`src/rtl/tone_pkg.sv`:
```
// Shared types and sizes for the tone detector slice.
// Counter width, FSM states, averaging depth and a deviation helper.
package tone_pkg;

    localparam int CNT_W     = 20;
    localparam int AVG_DEPTH = 4;

    typedef enum logic [1:0] {
        IDLE,
        ACQUIRE,
        LOCKED
    } state_t;

    // One extra bit so the subtraction can never wrap.
    function automatic logic [CNT_W:0] abs_diff(
        input logic [CNT_W-1:0] a,
        input logic [CNT_W-1:0] b
    );
        logic [CNT_W:0] ea;
        logic [CNT_W:0] eb;
        ea = {1'b0, a};
        eb = {1'b0, b};
        return (ea >= eb) ? (ea - eb) : (eb - ea);
    endfunction

endpackage

```
`src/rtl/tone_detector_if.sv`:
```
// Sample stream in, half-period measurement and status out.
// master = sample source / consumer, slave = tone detector.
interface tone_detector_if;
    import tone_pkg::*;

    logic                    sample_en;
    logic signed [31:0]      sample;
    logic [CNT_W-1:0]        half_wavelength;
    logic                    measure_valid;
    logic                    phase;
    logic                    sound_on;
    logic                    locked;

    modport master (
        output sample_en,
        output sample,
        input  half_wavelength,
        input  measure_valid,
        input  phase,
        input  sound_on,
        input  locked
    );

    modport slave (
        input  sample_en,
        input  sample,
        output half_wavelength,
        output measure_valid,
        output phase,
        output sound_on,
        output locked
    );

endinterface

```
`src/rtl/interval_averager.sv`:
```
// Four-deep interval history with running sum; used only when
// TONE_DETECT_AVG_EN is defined. dout is the value to report for din.
module interval_averager
    import tone_pkg::*;
(
    input  logic             clk,
    input  logic             reset,
    input  logic             clear,
    input  logic             push,
    input  logic [CNT_W-1:0] din,
    output logic [CNT_W-1:0] dout
);

    logic [CNT_W-1:0] hist [AVG_DEPTH];
    logic [21:0]      sum;
    logic [21:0]      sum_next;
    logic [2:0]       fill;

    // Oldest entry stays zero until the history is full.
    always_comb begin
        sum_next = sum + 22'(din) - 22'(hist[AVG_DEPTH-1]);
        dout     = din;
        if (fill >= 3'(AVG_DEPTH - 1))
            dout = 20'(sum_next >> 2);
    end

    always_ff @(posedge clk) begin
        if (reset || clear) begin
            sum  <= '0;
            fill <= '0;
            for (int i = 0; i < AVG_DEPTH; i++)
                hist[i] <= '0;
        end else if (push) begin
            hist[0] <= din;
            for (int i = 1; i < AVG_DEPTH; i++)
                hist[i] <= hist[i-1];
            sum <= sum_next;
            if (fill != 3'(AVG_DEPTH))
                fill <= fill + 3'd1;
        end
    end

endmodule

```
`src/rtl/tone_detector.sv`:
```
// Square-wave tone detector: hysteresis phase recovery, half-period
// measurement and lock tracking. TONE_DETECT_AVG_EN adds averaging.
module tone_detector
    import tone_pkg::*;
#(
    parameter logic signed [31:0] THRESHOLD = 32'sd5_000_000,
    parameter logic [19:0]        TOLERANCE = 20'd2,
    parameter logic [19:0]        TIMEOUT   = 20'hFFFFF
) (
    input logic            clk,
    input logic            reset,
    tone_detector_if.slave bus
);

    state_t           state;
    logic [CNT_W-1:0] cnt;
    logic [CNT_W-1:0] prev;
    logic             prev_valid;
    logic [CNT_W-1:0] hw_q;
    logic             mv_q;
    logic             phase_q;
    logic             sound_q;
    logic             locked_q;

    logic             crossing;
    logic             stable;
    logic             timeout;
    logic [CNT_W-1:0] report;

    assign crossing = bus.sample_en &&
                      (phase_q ? (bus.sample < -THRESHOLD)
                               : (bus.sample > THRESHOLD));
    assign stable   = abs_diff(cnt, prev) <= {1'b0, TOLERANCE};
    assign timeout  = (cnt == TIMEOUT - 20'd1);

`ifdef TONE_DETECT_AVG_EN
    interval_averager u_avg (
        .clk   (clk),
        .reset (reset),
        .clear (state != LOCKED),
        .push  (crossing && state == LOCKED && stable),
        .din   (cnt),
        .dout  (report)
    );
`else
    assign report = cnt;
`endif

    always_ff @(posedge clk) begin
        if (reset) begin
            state      <= IDLE;
            cnt        <= '0;
            prev       <= '0;
            prev_valid <= 1'b0;
            hw_q       <= '0;
            mv_q       <= 1'b0;
            phase_q    <= 1'b0;
            sound_q    <= 1'b0;
            locked_q   <= 1'b0;
        end else begin
            mv_q <= 1'b0;
            if (crossing) begin
                phase_q <= ~phase_q;
                cnt     <= '0;
                unique case (state)
                    IDLE: begin
                        state   <= ACQUIRE;
                        sound_q <= 1'b1;
                    end
                    ACQUIRE: begin
                        hw_q       <= cnt;
                        mv_q       <= 1'b1;
                        prev       <= cnt;
                        prev_valid <= 1'b1;
                        if (prev_valid && stable) begin
                            state    <= LOCKED;
                            locked_q <= 1'b1;
                        end
                    end
                    LOCKED: begin
                        mv_q <= 1'b1;
                        prev <= cnt;
                        if (stable) begin
                            hw_q <= report;
                        end else begin
                            hw_q     <= cnt;
                            state    <= ACQUIRE;
                            locked_q <= 1'b0;
                        end
                    end
                    default: state <= IDLE;
                endcase
            end else begin
                if (cnt != TIMEOUT)
                    cnt <= cnt + 20'd1;
                if (state != IDLE && timeout) begin
                    state      <= IDLE;
                    sound_q    <= 1'b0;
                    locked_q   <= 1'b0;
                    prev       <= '0;
                    prev_valid <= 1'b0;
                end
            end
        end
    end

    assign bus.half_wavelength = hw_q;
    assign bus.measure_valid   = mv_q;
    assign bus.phase           = phase_q;
    assign bus.sound_on        = sound_q;
    assign bus.locked          = locked_q;

endmodule
```
`src/flat_wrapper.sv`:
```
// flat-port wrapper written by rule: the top's interface ports become plain ports
module tone_detector_flat import tone_pkg::*;
#(
    parameter logic signed [31:0] THRESHOLD = 32'sd5_000_000,
    parameter logic [19:0]        TOLERANCE = 20'd2,
    parameter logic [19:0]        TIMEOUT   = 20'hFFFFF
)
  (clk, reset, bus_sample_en, bus_sample, bus_half_wavelength, bus_measure_valid, bus_phase, bus_sound_on, bus_locked);
  tone_detector_if bus_i ();
  input logic clk;
  input logic reset;
  input wire logic [$bits(bus_i.sample_en)-1:0] bus_sample_en;
  input wire logic [$bits(bus_i.sample)-1:0] bus_sample;
  output wire logic [$bits(bus_i.half_wavelength)-1:0] bus_half_wavelength;
  output wire logic [$bits(bus_i.measure_valid)-1:0] bus_measure_valid;
  output wire logic [$bits(bus_i.phase)-1:0] bus_phase;
  output wire logic [$bits(bus_i.sound_on)-1:0] bus_sound_on;
  output wire logic [$bits(bus_i.locked)-1:0] bus_locked;
  assign bus_i.sample_en = bus_sample_en;
  assign bus_i.sample = bus_sample;
  assign bus_half_wavelength = bus_i.half_wavelength;
  assign bus_measure_valid = bus_i.measure_valid;
  assign bus_phase = bus_i.phase;
  assign bus_sound_on = bus_i.sound_on;
  assign bus_locked = bus_i.locked;
  tone_detector #(.THRESHOLD(THRESHOLD), .TOLERANCE(TOLERANCE), .TIMEOUT(TIMEOUT)) u_core (.clk(clk), .reset(reset), .bus(bus_i));
endmodule
```
`config.mk`:
```
export PLATFORM = sky130hd
export DESIGN_NAME = tone_detector_flat
export DESIGN_NICKNAME = d
export VERILOG_FILES = /design/src/rtl/tone_pkg.sv /design/src/rtl/tone_detector_if.sv /design/src/rtl/interval_averager.sv /design/src/rtl/tone_detector.sv /design/src/flat_wrapper.sv
export SDC_FILE = /design/constraint.sdc
export NUM_CORES = 1
export LEC_CHECK = 0
export BUFFER_PORTS_ARGS = -buffer_cell sky130_fd_sc_hd__buf_2
export CORE_MARGIN = 8
export CORE_UTILIZATION = 45
export CTS_BUF_LIST = sky130_fd_sc_hd__clkbuf_4
export CTS_CLUSTER_SIZE = 24
export DETAILED_ROUTE_END_ITERATION = 16
export PLACE_DENSITY = 0.77
export SLEW_MARGIN = 15
export SYNTH_ARGS = -nofsm -noshare
export SYNTH_HDL_FRONTEND = slang
export SYNTH_SLANG_ARGS = --single-unit
```
`constraint.sdc`:
```
create_clock -name clk -period 3.4 [get_ports clk]
set_input_delay 0.68 -clock clk [delete_from_list [all_inputs] [get_ports clk]]
set_output_delay 0.68 -clock clk [all_outputs]
set_load 0.05 [all_outputs]
```
==> results of run 1 <==
worst max-delay path, stage by stage, from the launching register on:
cell and delay, ps:
dfxtp_1 420, ha_4 250, and3_4 170, a221o_1 340, a2111oi_4 320, and2_4 300, mux2i_2 260, xnor2_1 160
nand4_1 190, nor3b_4 320, a41oi_2 200, a2111oi_4 300, mux2i_1 210
through the flow:
stage	total power (W)	worst slack, ps	hold WS, ps	TNS (ps)	utilization (%)
detailed placement	0.00123	-305	446	-1740	58.2
global placement	0.00123	-287	439	-834	58.2
finish	0.00183	-107	461	-314	64.3
floorplan	0.00107	12.4	454	0	-
CTS	0.00177	-167	462	-406	62.0
global route	0.00190	-257	476	-752	64.3
flip-flops by register name, indices dropped and copies added, names as in the netlist, 2 cells and up:
| name | flops |
|---|---|
| u_core.prev | 20 |
| u_core.bus.half_wavelength | 20 |
| u_core.state | 2 |
| u_core.cnt | 20 |
where the power goes:
part	internal, W	switching [W]	leakage [nW]	total (W)
Combinational	0.000229	0.000262	2.40	0.000491
Clock	0.000254	0.000282	0.0741	0.000536
Sequential	0.000793	0.00000633	0.547	0.000799
cell usage after synthesis, types with 8 or more instances:
master    count
xnor2_1      28
a21oi_1      83
dfxtp_1      67
a31oi_1      10
nand3_1      15
nor3_1       12
a211oi_1      8
nand2_1      85
clkbuf_1     21
nor2_1       47
ha_1         46
a21o_1       15
mux2i_1       8
nand4_1      15
o21a_1        8
inv_1        50
o21ai_0      32
layer usage:
layer / vias up / part of all wire [%] / track usage [%]
met5: - / 0 / 0
met2: 254 / 47 / 36.8
met1: 2614 / 44 / 29.2
met3: 44 / 6.6 / 3.91
li1: 2658 / - / -
met4: 0 / 2.7 / 9.18
logic make-up (layout without fill, tap and decap cells):
kind of cell | after synthesis | in the layout | share of synthesized area, %
flip-flops | 67 | 67 | 26.9
adder cells (fa/ha/maj) | 48 | 48 | 12.3
buffers and inverters | 82 | 270 | 6.77
AO/OA/AOI/OAI | 191 | 191 | 24.7
other | 0 | 1 | 0
AND/OR/NAND/NOR | 223 | 223 | 21.7
XOR/XNOR | 34 | 34 | 5.97
multiplexers | 8 | 8 | 1.60
worst max path at each step:
stage / end / slack (ps) / cells after the start
5_1_grt: u_core.state[0] / -260 / 17
3_5_place_dp: u_core.state[0] / -300 / 13
4_1_cts: u_core.state[0] / -170 / 16
6_report: u_core.state[1] / -110 / 12
2_1_floorplan: u_core.state[0] / 10 / 15
3_3_place_gp: u_core.state[1] / -290 / 13
area by class of cell:
class | count | share of cell area (%)
inverters | 50 | 2.69
clock inverters | 2 | 0.539
well taps | 140 | 2.51
clock buffers | 13 | 1.40
diodes | 1 | 0.0359
flip-flops and latches | 67 | 19.5
repair buffers | 205 | 20.4
multi-input cells | 504 | 52.9
timing repair:
action	4_1_cts	5_1_grt
setup endpoints to repair	3	3
gates resized for setup	39	54
buffers inserted	13	4
pin swaps	21	32
==> run metrics, run 1 <==
Netlist cell types 62; largest cells by area after synthesis dfxtp_1 27%, ha_1 12%, a21oi_1 8.3%; Reg2Reg Setup Slack -110 ps; DR iter-0 viols 369; Warnings, synthesis 0; clock sink count 67; antenna-violating nets left 0; core area roughly 11,000 um2; Crit Path Max Fanout 6; Yosys top cell area share 26.9%; endpoint of the worst hold path u_core.bus.half_wavelength[14]; number of enable flip-flop cells after synthesis 0; min cycle time layout 3510 ps; Slew @ Worst Pin 515 ps; dpl cell area 6310 um2; I/O pins 59; ys flop type dfxtp_1; Syn Area/Cell 7.64 um2; skew final roughly 22 ps; crit path from u_core.cnt[18]; WHS Path Cells 2; type of origin of the critical path flop; Worst-path clk slew 110 ps; Remaining DRCs 0; placed insts 950; Max-Cap Viols 0; final setup fails 3; synthesized flop and latch total 67; worst ir drop on vdd 0.000318 V; commonest cells after routing, fill and taps aside 142 x buf_4, 83 x nand2_1, 75 x a21oi_1; final worst setup slack -107 ps; largest net degree at the start of global routing 50; commonest non-fill, non-tap cell in the layout buf_4; post-synthesis sequential area ratio 26.9%; DIE HEIGHT 121 um; Worst Path Arrival approximately 3900 ps; Mapped Nets 736; H-tree depth 3; Final Cycle Share 103%; hold_buf cts 0; Worst Hold Class flop to flop; CTS tree built; Final HPWL DP 13,100 um; unrepaired setup endpoints after global routing yes; Netlist Area Pre-Place 4990 um2; leakage power 3.02 nW; Final Hold Fails 0; Congestion Overflow GR 0; CTS Root Cell clkbuf_4; Syn Inst Count between 600 and 700; first-pass GRT wire length 27,400 um; iteration count of the initial detailed-routing pass 5; pwr/cell area 262 nW/um2; Die W 121 um; FF-to-FF path depth 12; Overall Global Routing Usage 22.7%; fin area 6970 um2; reg2reg start u_core.cnt[18]; Fmax achieved 285 MHz; wire length per cell 17.1 um; Layout area overhead 39.7%; worst hold path startpoint u_core.bus.half_wavelength[14]; vias in the first global route 5,678; std cell rows 38; fin nets slightly above 900; total die area 14,700 um2; WL final about 17,000 um; Setup crit end kind flop; area of the multi-input gates 3690 um2; initial antenna violation count 1; vias 5,570; Initial Utilization 46.0%; failing checks negative setup slack; critical path type flop to flop; register area roughly 1400 um2; WP data required 3750 ps; Final Max Tran Viols 0; worst r2r dst u_core.state[1]; status finished, violations left; CTS Buffer Depth 2; Placer Congestion 0.923; fillers 880; Synth area leader dfxtp_1; Worst-Skew Late Latency ~410 ps; Avg Vias per Cell 5.67; async set or reset register ratio after synthesis 0%; IO Port Bufs 58; Worst slew margin 65.7%; share of cells above drive strength 1 37.0%; CTS Buf Count 9; Final Non-Filler Cells 982
(Power assumes the default switching activity.)
==> inputs of run 2 (changes only) <==
--- a/config.mk
+++ b/config.mk
@@ -11,8 +11,9 @@
 export CTS_BUF_LIST = sky130_fd_sc_hd__clkbuf_4
 export CTS_CLUSTER_SIZE = 24
 export DETAILED_ROUTE_END_ITERATION = 16
-export PLACE_DENSITY = 0.77
-export SLEW_MARGIN = 15
+export PLACE_DENSITY = 0.76
+export SLEW_MARGIN = 20
 export SYNTH_ARGS = -nofsm -noshare
 export SYNTH_HDL_FRONTEND = slang
+export SYNTH_HIERARCHICAL = 1
 export SYNTH_SLANG_ARGS = --single-unit
==> run metrics, run 2 <==
Worst slew margin about 66%; Syn Inst Count 698; area of the multi-input gates around 3600 um2; top cells by count, synth 98 x nand2_1, 81 x a21oi_1, 67 x dfxtp_1; Initial Utilization 45.7%; share of cells above drive strength 1 25.0%; critical path type flop to flop; wire length per cell 15.4 um; I/O pins 59; fillers 1,029; Remaining DRCs 0; post-route setup TNS -35.8 ps; IO Port Bufs 58; largest net degree at the start of global routing 45; vias in the first global route approximately 5,200; Congestion Overflow GR 0; Final Max Tran Viols 0; Synth Area in Compound Gates roughly 24%; final worst setup slack -29.0 ps; Setup crit end kind flop; endpoint of the worst hold path u_core/bus.half_wavelength[9]; CTS tree built; Fmax achieved 292 MHz; register area 1350 um2; Overall Global Routing Usage 20.2%; CTS Root Cell clkbuf_4; Core Util, Final 57.0%; Netlist cell types 70; Final HPWL DP 12,000 um; status finished, violations left; Reg2Reg Setup Slack -30 ps; hold_buf cts 0; Layout area overhead 24.7%; Yosys top cell area share 25.8%; WHS Path Cells 2; Die W 123 um; count leader, synth nand2_1; fin nets slightly above 900; vias around 5,500; antenna-violating nets left 0; type of origin of the critical path flop; DIE HEIGHT 123 um; total die area approximately 15,000 um2; Worst Path Arrival 3800 ps; Adder-Cell Fraction of Synth Area 11.8%; Max-Cap Viols 0; worst r2r dst u_core/bus.locked; Avg Vias per Cell 5.64; Worst-Skew Late Latency 410 ps; H-tree depth 3; failing checks negative setup slack; min cycle time layout 3430 ps; commonest non-fill, non-tap cell in the layout nand2_1; Synth Area in Simple Gates 24.6%; async set or reset register ratio after synthesis 0%; Crit Path Max Fanout 3; unrepaired setup endpoints after global routing yes; main combinational cell family by area after synthesis simple AND/OR/NAND/NOR gates; iteration count of the initial detailed-routing pass 5; core area roughly 11,000 um2; DR iter-0 viols 456; Worst-path clk slew roughly 120 ps; worst ir drop on vdd around 0.00032 V; first-pass GRT wire length ~25,000 um; CTS Buf Count 9; reg2reg start u_core/prev[0]; Final Cycle Share 101%; Placer Congestion between 0.9 and 1; largest cells by area after synthesis dfxtp_1 26%, ha_1 11%, a21oi_1 7.8%; multiplexer share of the synthesized area around 1.2%; initial antenna violation count 1; worst hold path startpoint u_core/bus.half_wavelength[9]; Synth area leader dfxtp_1; leakage power about 2.8 nW; std cell rows 39; clock sink count 67; pwr/cell area 261 nW/um2; CTS Buffer Depth 2; Warnings, synthesis 6; post-synthesis sequential area ratio between 20% and 30%; Syn Area/Cell 7.45 um2; WL final approximately 15,000 um; number of enable flip-flop cells after synthesis 0; Mapped Nets a little under 800; Worst Hold Class flop to flop; synthesized flop and latch total 67; Final Hold Fails 0; final setup fails 3; Netlist Area Pre-Place between 5000 and 6000 um2; ys flop type dfxtp_1; skew final between 8 and 9 ps; Slew @ Worst Pin 503 ps; FF-to-FF path depth 16; WP data required 3770 ps; XOR/XNOR share of the synthesized area 5.73%; commonest cells after routing, fill and taps aside 98 x nand2_1, 88 x buf_4, 77 x a21oi_1
==> run 2: worst max-delay path, stage by stage (launching register included) <==
cell,delay (ps)
dfxtp_2,340
inv_2,60
ha_4,120
inv_2,30
fa_2,350
a21o_1,200
a221o_1,350
buf_4,160
a21oi_2,130
xnor2_1,90
a211oi_2,170
nand4_1,120
or4_4,540
a21oi_4,180
nand3_2,110
nor4b_2,220
o221a_1,210
==> run 2: cells by family after synthesis <==
group / after synthesis
buffers and inverters: 81
AND/OR/NAND/NOR: 263
adder cells (fa/ha/maj): 48
multiplexers: 6
flip-flops: 67
AO/OA/AOI/OAI: 199
XOR/XNOR: 34
==> run 2: area by class of cell <==
cell class,count,area share (%)
antenna,1,0.0386
clock buffer,9,1.04
sequential,67,20.8
tap,143,2.76
inverter,50,2.90
timing repair buffer,149,15.3
clock inverter,7,0.792
multi-input combinational,550,56.3
==> run 2: worst max path at each step <==
| stage | start | to | cells past startpoint |
|---|---|---|---|
| 3_3_place_gp | u_core/prev[0] | u_core/state[0] | 15 |
| 2_1_floorplan | u_core/cnt[0] | u_core/bus.locked | 13 |
| 6_report | u_core/prev[0] | u_core/bus.locked | 16 |
| 5_1_grt | u_core/prev[0] | u_core/bus.locked | 14 |
| 3_5_place_dp | u_core/prev[0] | u_core/bus.locked | 14 |
| 4_1_cts | u_core/cnt[0] | u_core/bus.locked | 13 |
==> run 2: stage by stage <==
stage | hold WS (ps) | setup slack (ps) | total power [W] | area, um2 | cells
CTS | 455 | -13.0 | 0.00169 | 6380 | 972
detailed placement | 445 | -73.1 | 0.00122 | 6190 | 956
global placement | 439 | 8.52 | 0.00122 | 6190 | 956
floorplan | 453 | 54.6 | 0.00108 | 5200 | 698
global route | 481 | -157 | 0.00177 | 6480 | 976
finish | 458 | -29.0 | 0.00169 | 6480 | 976
==> run 2: layer usage <==
layer / track usage, % / part of all wire [%] / up-vias
li1: - / - / 2725
met1: 27.2 / 47 / 2533
met2: 32.3 / 45 / 223
met3: 3.42 / 6.5 / 20
met4: 5.87 / 1.6 / 0
met5: 0 / 0 / -
==> run 2: power by group <==
group	total (W)	internal [W]	switching [W]
registers	0.000800	0.000793	0.00000685
logic	0.000433	0.000197	0.000236
clock network	0.000458	0.000153	0.000304
==> run 2: timing repair <==
action	in CTS	in global routing
gates resized for setup	15	17
endpoints found under the hold margin	0	0
endpoints found under the setup margin	3	3
pin swaps	6	8
cloned	0	0
setup buffers	0	3
==> inputs of run 3 (changes only) <==
--- a/config.mk
+++ b/config.mk
@@ -5,13 +5,13 @@
 export SDC_FILE = /design/constraint.sdc
 export NUM_CORES = 1
 export LEC_CHECK = 0
-export BUFFER_PORTS_ARGS = -buffer_cell sky130_fd_sc_hd__buf_2
 export CORE_MARGIN = 8
 export CORE_UTILIZATION = 45
 export CTS_BUF_LIST = sky130_fd_sc_hd__clkbuf_4
 export CTS_CLUSTER_SIZE = 24
 export DETAILED_ROUTE_END_ITERATION = 16
-export PLACE_DENSITY = 0.76
+export DONT_BUFFER_PORTS = 1
+export PLACE_DENSITY = 0.72
 export SLEW_MARGIN = 20
 export SYNTH_ARGS = -nofsm -noshare
 export SYNTH_HDL_FRONTEND = slang
==> run metrics, run 3 (synthesis results as in run 2) <==
Worst-path clk slew around 110 ps; fin nets 870; vias in the first global route 5,307; Worst-Skew Late Latency around 430 ps; antenna cells 0; Final Cycle Share 105%; Worst slew margin 56.3%; Worst Path Arrival 3880 ps; initial antenna violation count 0; clock sink count 67; Final HPWL DP 12,700 um; fin area 6290 um2; Setup crit end kind flop; Int Power 0.00126 W; Remaining DRCs 0; Layout area overhead 21.1%; sequential power share 45.3%; vias 5,476; share of cells above drive strength 1 20.5%; Fmax achieved 280 MHz; Die W 123 um; placed insts 917; CTS Root Cell clkbuf_4; DIE HEIGHT around 120 um; hold_buf cts 0; WL final ~16,000 um; type of origin of the critical path flop; critical path type flop to flop; Final Max Tran Viols 0; Overall Global Routing Usage 21.4%; fillers 1,053; Psw 0.000527 W; core area between 10,000 and 15,000 um2; DR iter-0 viols 430; Placer Congestion 0.935; CTS Buffer Depth 2; Avg Vias per Cell between 5 and 6; std cell rows 39; CTS tree built; worst ir drop on vdd 0.000404 V; commonest non-fill, non-tap cell in the layout buf_4; final worst setup slack -173 ps; clock network fraction of total power 32.2%; status finished, violations left; total die area 15,200 um2; iteration count of the initial detailed-routing pass 5; Sw Ratio between 20% and 30%; Max-Cap Viols 0; Final Non-Filler Cells 933; Worst Hold Class input pin to flop; Slew @ Worst Pin 649 ps; leakage power 2.57 nW; final setup fails 3; dpl cell area 6030 um2; skew final around 10 ps; Initial Utilization 45.7%; first-pass GRT wire length roughly 26,000 um; Crit Path Max Fanout 5; largest net degree at the start of global routing 50; unrepaired setup endpoints after global routing yes; I/O pins 59; combinational power share between 20% and 30%; H-tree depth 3; min cycle time layout 3570 ps; Congestion Overflow GR 0; commonest cells after routing, fill and taps aside 108 x buf_4, 98 x nand2_1, 79 x a21oi_1; IO Port Bufs 0; antenna-violating nets left 0; CTS Buf Count 9; WP data required 3700 ps; wire length per cell 17.4 um; pwr/cell area 284 nW/um2; Final Hold Fails 0; failing checks negative setup slack
## run 3: cell types whose count changed in the layout (fill, tap and decap cells not counted), sizes merged
| cell | delta |
|---|---|
| bufinv | +2 |
| inv | -2 |
| diode | -1 |
| buf | -40 |
| clkinv | -2 |
## run 3: area by class of cell
| type | instances | area (um2) | share of cell area (%) |
|---|---|---|---|
| Multi-Input combinational cell | 550 | 3610 | 57.3 |
| Clock buffer | 9 | 67.6 | 1.07 |
| Timing Repair Buffer | 109 | 822 | 13.1 |
| Sequential cell | 67 | 1350 | 21.4 |
| Clock inverter | 5 | 80.1 | 1.27 |
| Tap cell | 143 | 179 | 2.84 |
| Inverter | 50 | 188 | 2.98 |
## run 3: power by group through the flow
stage	clock (W)	combinational, W	sequential [W]
finish	0.000577	0.000403	0.000810
global route	0.000622	0.000434	0.000811
CTS	0.000588	0.000389	0.000810
detailed placement	0	0.000372	0.000827
global placement	0	0.000361	0.000827
floorplan	0	0.000251	0.000829
## run 3: per-layer routing
metal / vias to the layer above / wire length [um] / GRT usage (%)
met1: 2596 / 6970 / 26.8
li1: 2632 / - / -
met4: 0 / 254 / 7.60
met5: - / 0 / 0
met2: 221 / 7900 / 35.9
met3: 27 / 1140 / 4.02
## run 3: final timing paths
kind              startpoint         endpoint  slack [ps]  cells past startpoint
min                    reset   u_core/prev[0]         300                      1
max reg2reg    u_core/cnt[0]  u_core/state[1]        -170                     16
min reg2reg  u_core/prev[19]  u_core/prev[19]         480                      2
max            u_core/cnt[0]  u_core/state[1]        -170                     16
## run 3: critical path, stage by stage, from the launching register on
cell and delay [ps]:
dfxtp_4 370, inv_1 70, ha_1 180, inv_1 60
fa_1 400, a211o_1 350, a221oi_2 310, buf_4 200
nor2_1 50, or3_1 300, a21oi_1 170, nand4_1 210
a21oi_4 270, buf_6 140, a41oi_2 130, nand3_1 130
nand3_1 110
## run 3: timing repair
item / CTS / global route
endpoints found under the setup margin: 3 / 3
pin swaps: 10 / 6
setup buffers: 2 / 0
resized for setup: 25 / 3
## run 3: metrics by stage
step	worst slack (ps)	TNS, ps	total power [W]	hold slack [ps]	util [%]
2_1_floorplan	54.6	0	0.00108	453	-
3_3_place_gp	-56.0	-134	0.00119	459	53.0
3_5_place_dp	-210	-618	0.00120	466	53.0
4_1_cts	-160	-330	0.00179	267	55.3
5_1_grt	-294	-849	0.00187	265	55.4
6_report	-173	-495	0.00179	300	55.4
